--- config.mk ---
export PLATFORM = sky130hd
export DESIGN_NAME = hoff_stream_scheduler
export DESIGN_NICKNAME = d
export VERILOG_FILES = /design/src/rtl/hoff_stream_scheduler.sv
export SDC_FILE = /design/constraint.sdc
export NUM_CORES = 1
export LEC_CHECK = 0
export CAP_MARGIN = 0
export CELL_PAD_IN_SITES_DETAIL_PLACEMENT = 1
export CELL_PAD_IN_SITES_GLOBAL_PLACEMENT = 1
export CORE_ASPECT_RATIO = 0.75
export CORE_MARGIN = 2
export CORE_UTILIZATION = 22
export DETAILED_ROUTE_END_ITERATION = 16
export GPL_TIMING_DRIVEN = 0
export HOLD_SLACK_MARGIN = 0.06
export PLACE_DENSITY_LB_ADDON = 0.1
export SYNTH_ARGS = -nofsm -noshare
export SYNTH_HDL_FRONTEND = slang
export SYNTH_SLANG_ARGS = --single-unit
--- constraint.sdc ---
create_clock -name clk -period 2.85 [get_ports clk]
set_clock_uncertainty 0.05 [all_clocks]
set_input_delay 0.57 -clock clk [delete_from_list [all_inputs] [get_ports clk]]
set_output_delay 0.57 -clock clk [all_outputs]
set_load 0.005 [all_outputs]
--- src/rtl/hoff_stream_scheduler.sv ---
// Round-robin arbiter that lends the shared Huffman bit-packer to one encoder lane
// per complete stream and holds the next grant until the stream's final word is consumed.
module hoff_stream_scheduler #(
   parameter int unsigned N_LANES = 4,
   parameter int unsigned LANE_W  = 2,
   parameter int unsigned WCNT_W  = 16
) (
   input  logic                    clk,
   input  logic                    rst_n,
   input  logic [N_LANES-1:0]      lane_valid,
   input  logic [32*N_LANES-1:0]   lane_data,
   input  logic [5*N_LANES-1:0]    lane_nbits,
   input  logic [N_LANES-1:0]      lane_last,
   output logic [N_LANES-1:0]      lane_ready,
   output logic [31:0]             H_final_data,
   output logic [4:0]              total_valid_datas,
   output logic                    FIFO_in_last,
   output logic                    H_data_valid,
   input  logic                    FIFO_FULL_NEED_STALL,
   input  logic                    collect_bits_valid,
   input  logic                    deal_FF_done,
   input  logic                    to_FF_last,
   output logic                    busy,
   output logic [LANE_W-1:0]       grant_id,
   output logic                    stream_done,
   output logic [WCNT_W-1:0]       stream_words
);

   localparam int unsigned DATA_W = 32;
   localparam int unsigned NB_W   = 5;
   localparam logic [WCNT_W-1:0] WCNT_MAX = '1;

   typedef enum logic [1:0] {
      S_IDLE   = 2'd0,
      S_STREAM = 2'd1,
      S_DRAIN  = 2'd2,
      S_DONE   = 2'd3
   } state_t;

   state_t              state, state_nxt;
   logic [LANE_W-1:0]   rr_ptr, rr_nxt;
   logic [LANE_W-1:0]   grant_nxt;
   logic [WCNT_W-1:0]   wcnt, wcnt_nxt;

   logic [LANE_W-1:0]   arb_idx;
   logic                arb_found;
   logic [DATA_W-1:0]   g_data;
   logic [NB_W-1:0]     g_nbits;
   logic                g_valid;
   logic                g_last;
   logic                word_take;
   logic                beat_acc;

   assign word_take = collect_bits_valid & deal_FF_done;
   assign beat_acc  = g_valid & ~FIFO_FULL_NEED_STALL;
   assign busy      = (state != S_IDLE);

   // Round-robin search starting at rr_ptr, wrapping modulo N_LANES
   always_comb begin
      int unsigned idx;
      arb_found = 1'b0;
      arb_idx   = '0;
      idx       = 0;
      for (int unsigned k = 0; k < N_LANES; k++) begin
         idx = 32'(rr_ptr) + k;
         if (idx >= N_LANES) idx = idx - N_LANES;
         if (!arb_found && lane_valid[LANE_W'(idx)]) begin
            arb_found = 1'b1;
            arb_idx   = LANE_W'(idx);
         end
      end
   end

   // Granted lane's payload, selected with constant slices
   always_comb begin
      g_valid = 1'b0;
      g_last  = 1'b0;
      g_data  = '0;
      g_nbits = '0;
      for (int unsigned i = 0; i < N_LANES; i++) begin
         if (grant_id == LANE_W'(i)) begin
            g_valid = lane_valid[i];
            g_last  = lane_last[i];
            g_data  = lane_data[DATA_W*i +: DATA_W];
            g_nbits = lane_nbits[NB_W*i +: NB_W];
         end
      end
   end

   always_ff @(posedge clk or negedge rst_n) begin
      if (!rst_n) begin
         state    <= S_IDLE;
         rr_ptr   <= '0;
         grant_id <= '0;
         wcnt     <= '0;
      end else begin
         state    <= state_nxt;
         rr_ptr   <= rr_nxt;
         grant_id <= grant_nxt;
         wcnt     <= wcnt_nxt;
      end
   end

   // Next-state and handshake outputs; payload is a zero-latency pass-through in STREAM
   always_comb begin
      state_nxt         = state;
      rr_nxt            = rr_ptr;
      grant_nxt         = grant_id;
      wcnt_nxt          = wcnt;
      lane_ready        = '0;
      H_data_valid      = 1'b0;
      H_final_data      = '0;
      total_valid_datas = '0;
      FIFO_in_last      = 1'b0;
      stream_done       = 1'b0;
      stream_words      = '0;

      case (state)
         S_IDLE: begin
            if (arb_found) begin
               grant_nxt = arb_idx;
               wcnt_nxt  = '0;
               state_nxt = S_STREAM;
            end
         end
         S_STREAM: begin
            for (int unsigned i = 0; i < N_LANES; i++) begin
               lane_ready[i] = (grant_id == LANE_W'(i)) & ~FIFO_FULL_NEED_STALL;
            end
            H_data_valid      = beat_acc;
            H_final_data      = g_data;
            total_valid_datas = g_nbits;
            FIFO_in_last      = g_last;
            if (word_take && (wcnt != WCNT_MAX)) wcnt_nxt = wcnt + WCNT_W'(1);
            if (beat_acc && g_last) state_nxt = S_DRAIN;
         end
         S_DRAIN: begin
            if (word_take && (wcnt != WCNT_MAX)) wcnt_nxt = wcnt + WCNT_W'(1);
            if (word_take && to_FF_last) state_nxt = S_DONE;
         end
         S_DONE: begin
            stream_done  = 1'b1;
            stream_words = wcnt;
            rr_nxt       = (grant_id == LANE_W'(N_LANES - 1)) ? '0 : grant_id + LANE_W'(1);
            state_nxt    = S_IDLE;
         end
         default: state_nxt = S_IDLE;
      endcase
   end

endmodule
Word level (Yosys, flattened, before mapping)
Cells that the tools add are included.
{"block": "classes", "add_sub_neg": 9, "reduce_logical": 17, "n_mux": 51, "n_eq_ne": 11, "n_bitwise": 7, "n_lt_le_gt_ge": 8}
{"cell": "$mux W32", "count": 5}
{"cell": "$mux W16", "count": 3}
{"cell": "$pmux W16 S2", "count": 1}
{"cell": "$mux W5", "count": 5}
{"cell": "$mux W2", "count": 12}
{"cell": "$mux W1", "count": 19}
{"cell": "$add A16 B1 Y16 const B", "count": 1}
{"cell": "$ne A16 B16 Y1 const B", "count": 1}
{"cell": "$lt A2 B3 Y1 const B", "count": 4}
{"cell": "$ge A3 B3 Y1 const B", "count": 3}
{"cell": "$bmux W1 S2", "count": 4}
{"cell": "$eq A2 B2 Y1 const B", "count": 4}
{"cell": "$pmux W2 S4", "count": 1}
{"cell": "$sub A2 B1 Y2 const B", "count": 4}
{"cell": "$add A2 B2 Y3 const B", "count": 2}
{"cell": "$and A1 B1 Y1", "count": 6}
{"cell": "$logic_and A1 B1 Y1", "count": 6}
{"cell": "$ne A2 B2 Y1 const B", "count": 3}
{"cell": "$reduce_and A3 Y1", "count": 2}
{"cell": "$eq A2 B1 Y1 const B", "count": 2}
{"cell": "$logic_not A2 Y1", "count": 2}
{"cell": "$mux W4", "count": 1}
{"cell": "$reduce_bool A2 Y1", "count": 2}
{"cell": "$add A2 B1 Y3 const B", "count": 1}
{"cell": "7 further kinds", "count": 9}
{"block": "totals", "output_inout_bits": 63, "elab_cells": 107, "in_bits": 162, "ff_bits": 22}

Longest topological paths before layout
{"block": "depth", "word_depth": 16, "ltp_mapped": 9, "ltp_nobuf": 7}

Worst setup path before layout
OpenSTA, ideal clock, no wires.
{"block": "synth_path", "kind": "register to output", "start": "register grant_id[1]", "end": "output H_final_data[29]", "arrival_time_ps": 1726, "required_time_ps": 2230, "path_slack_ps": 504, "path_buffers": 2, "stages_incl_launch_ff": 10, "path_cell_list": "dfrtp_1 inv_1 ha_1 clkbuf_1 clkbuf_1 nand3b_1 a21oi_1 a21oi_1 o21ai_0 and2_1"}
{"block": "synth_between", "elab_chain_cells": 6, "elab_cells_between_ends": 9, "classes_between": "eq/ne: 3; mux: 5; reduce/logical: 1"}
{"item": "from (decl)", "line": "24", "text": "output logic [LANE_W-1:0] grant_id,"}
{"item": "from (signal assigned)", "line": "99", "text": "grant_id <= grant_nxt;"}
{"item": "$logic_not A2 Y1", "line": "81", "text": "if (grant_id == LANE_W'(i)) begin"}
{"item": "$mux W32 (3 in a row)", "line": "81"}
{"item": "$mux W32 *", "line": "81"}
{"item": "$mux W32 *", "line": "118", "text": "case (state)"}
{"item": "to (decl)", "line": "15", "text": "output logic [31:0] H_final_data,"}
Mark *: on every way between the ends. The rest lies on a longest branch, timed or not.

Worst setup path after layout
{"block": "layout_path", "start": "register grant_id[1]", "end": "output H_final_data[13]"}
Same word-level chain as after synthesis.

==> summary.md <==
| Metric | Value |
|---|---|
| VDD IR max | roughly 0.00023 V |
| H-tree depth | 1 |
| Vias in the first global route | 4656 |
| Post-synth EDFFs | 0 |
| Status | finished, final reports clean |
| Pleak | roughly 2.3 nW |
| YS warnings | 0 |
| Core ar. | 13600 um2 |
| Max-slew headroom | 0.292 |
| Setup CP Type | flip-flop to primary output |
| CP endpoint | H_final_data[13] |
| Aggregate global-route resource usage | 0.209 |
| Antenna Nets Post-Route | 0 |
| Max-slew violation count | 0 |
| Hold WS | roughly 530 ps |
| Max-cap violations | 0 |
| Setup TNS | 0 ps |
| RSZ-0062 raised after global routing | true |
| #FFs+latches synth | 22 |
| Number of diodes | 0 |
| CP Launch Point | grant_id[1]$_DFFE_PN0P_ |
| CP Launch Type | flip-flop |
| Worst-skew pair later-pin latency | between 200 and 300 ps |
| Worst EP required | 2230 ps |
| Synth top area share | 0.181 |
| Final setup fails | 0 |
| Critical Path End Type | primary output |
| R2R cell count | 8 |
| Initial Utilization | 0.224 |
| Largest net degree at the start of global routing | 23 |
| Fin crit share | 0.963 |
| Routed WL | 16.0 mm |
| Most frequent cell after synthesis | nand2_1 |
| DPL Wire Length | 13.1 mm |
| Layout Nets | 879 |
| Sequential cell area fraction in the yosys report | 0.181 |
| Die X | roughly 140 um |
| Mapped Nets | 645 |
| Synth area leaders | dfrtp_1, a21oi_1, and2_1, nand2_1, nand3b_1 |
| Global routing met2 resource utilization | 0.370 |
| Synth Instances | between 400 and 500 |
| Rows | 37 |
| Power Density | between 700 and 800 nW/um2 |
| Measured slew at the worst slew-check pin | ~1100 ps |
| Critical path arrival | between 2000 and 2500 ps |
| Min Tclk post-route | roughly 2700 ps |
| Via density | 4.98 |
| Reg2Reg Setup Slack | 580 ps |
| DR iter-0 viols | 196 |
| Clock slew at reported path FFs | ~60 ps |
| First-pass GRT wire length | around 25 mm |
| CTS tree | yes |
| Post-synth ARST share | 1.00 |
| Synth Flop Type | dfrtp_1 |
| Top Usage Layer GRT | met2 |
| Root buf cell | clkbuf_16 |
| FF-to-FF Start | grant_id[1]$_DFFE_PN0P_ |
| Synth cell count leaders | nand2_1, a21oi_1, and2_1, o21ai_0, nand3b_1 |
| Final hold viol count | 0 |
| Fmax | about 0.36 GHz |
| # IOs | 225 |
| Fin util | 0.432 |
| Crit Path Max Fanout | 10 |
| Total CTS buffers | 3 |
| Initial antenna violation count | 0 |
| Vias | 4384 |
| Avg WL per Cell | about 18 um |
| Die Area | 14800 um2 |
| Post-Syn Area per Cell | between 6 and 7 um2 |
| R2R Path End | state[1]$_DFFE_PN0P_ |
| Synth area leader | dfrtp_1 |
| Clk sink count | 22 |
| Worst hold path class | flip-flop to flip-flop |
| Area growth from synthesis to layout | 93.4% |
| Longest Clk Path Bufs | 2 |
| Layout cell share with drive strength beyond 1 | 0.116 |
| Met1 Resource Use GR | 0.263 |
| Die Y | between 100 and 150 um |
| Number of buffers added on ports | about 220 |
| Unique masters post-synth | between 40 and 50 |
| Residual DRC | 0 |
| Drt pass-1 iters | 5 |
| Mapped Area | between 3000 and 4000 um2 |
| Met3 Use GR | 0.0541 |
| Grt ovf | 0 |
| Placer Congestion | ~0.83 |
-- where the power goes --
part / switching (mW) / total (mW) / internal, mW
registers: 0.0879 / 0.468 / 0.380
logic: 1.76 / 3.44 / 1.68
clock network: 0.117 / 0.302 / 0.186
-- stage by stage --
| stage | total power [mW] | cells | area, um2 | setup WS [ps] |
|---|---|---|---|---|
| CTS | 4.15 | 880 | 5850 | 15.4 |
| global route | 4.63 | 880 | 5880 | -5.57 |
| global placement | 3.45 | 872 | 5500 | -525 |
| detailed placement | 3.53 | 872 | 5500 | -614 |
| finish | 4.21 | 880 | 5880 | 107 |
| floorplan | 2.18 | 473 | 3040 | 504 |
-- metal layers --
| layer | share of wire | up-vias |
|---|---|---|
| li1 | - | 2122 |
| met5 | 0 | - |
| met4 | 0.014 | 0 |
| met3 | 0.070 | 14 |
| met1 | 0.43 | 2112 |
| met2 | 0.49 | 136 |
-- worst min-delay path by stage --
stage,from,endpoint,cells past startpoint,slack [ps]
4_1_cts,state[1]$_DFFE_PN0P_,state[1]$_DFFE_PN0P_,1,540
3_5_place_dp,state[1]$_DFFE_PN0P_,state[1]$_DFFE_PN0P_,1,520
6_report,state[1]$_DFFE_PN0P_,state[1]$_DFFE_PN0P_,1,530
3_3_place_gp,state[1]$_DFFE_PN0P_,state[1]$_DFFE_PN0P_,1,500
2_1_floorplan,rst_n,grant_id[0]$_DFFE_PN0P_,0,220
5_1_grt,state[1]$_DFFE_PN0P_,state[1]$_DFFE_PN0P_,1,580
-- area by class of cell --
type / instances / area, um2
inverter: 10 / 37.5
sequential: 22 / 552
timing repair buffer: 230 / 2240
multi-input combinational: 404 / 2430
buffer: 36 / 329
fill: 1655 / 7730
clock buffer: 3 / 75.1
tap: 175 / 219
-- state kept, by name, summed over array words and instances (netlist names) --
name / count
grant_id: 2
wcnt: 16
state: 2
rr_ptr: 2
-- cells by family (layout without fill, tap and decap cells) --
group	after synthesis	in the layout	share of synthesized area
and+or+nand+nor	239	239	0.424
AOI/OAI and AO/OA	150	150	0.278
buffers and inverters	47	279	0.0596
DFF	22	22	0.181
adders and majority gates	10	10	0.0411
muxes	4	4	0.0144
xor gates and xnor gates	1	1	0.00288
-- worst max-delay path: stages (launching register included) --
cell and delay [ps]:
dfrtp_1 420, inv_2 80, ha_4 170, clkbuf_16 160, clkbuf_8 160, nand3b_1 170, a21oi_2 130, a21oi_1 50
o21ai_0 130, and2_1 160, dlygate4sd2_1 240
-- timing repair --
| action | CTS | global route |
|---|---|---|
| resized for setup | 137 | 38 |
| pin swaps | 20 | 6 |
| buffers inserted | 6 | 0 |
| setup endpoints to repair | 43 | 33 |
| endpoints found under the hold margin | 0 | 0 |
| hold buffers | 0 | 0 |
-- cells in the final DEF, fill, tap and decap left out, drive strengths merged, types with 10 or more instances in the layout --
master         netlist  routed
ha                  10      10
o21ai               40      40
clkbuf              27      31
a21oi               82      82
nand2               91      91
nand3               13      13
dlygate4sd2          0      31
buf                 10      17
clkdlybuf4s50        0     184
and2                57      57
inv                 10      10
dfrtp               22      22
nand3b              36      36
Note: power is estimated with default switching activity, not from simulation.
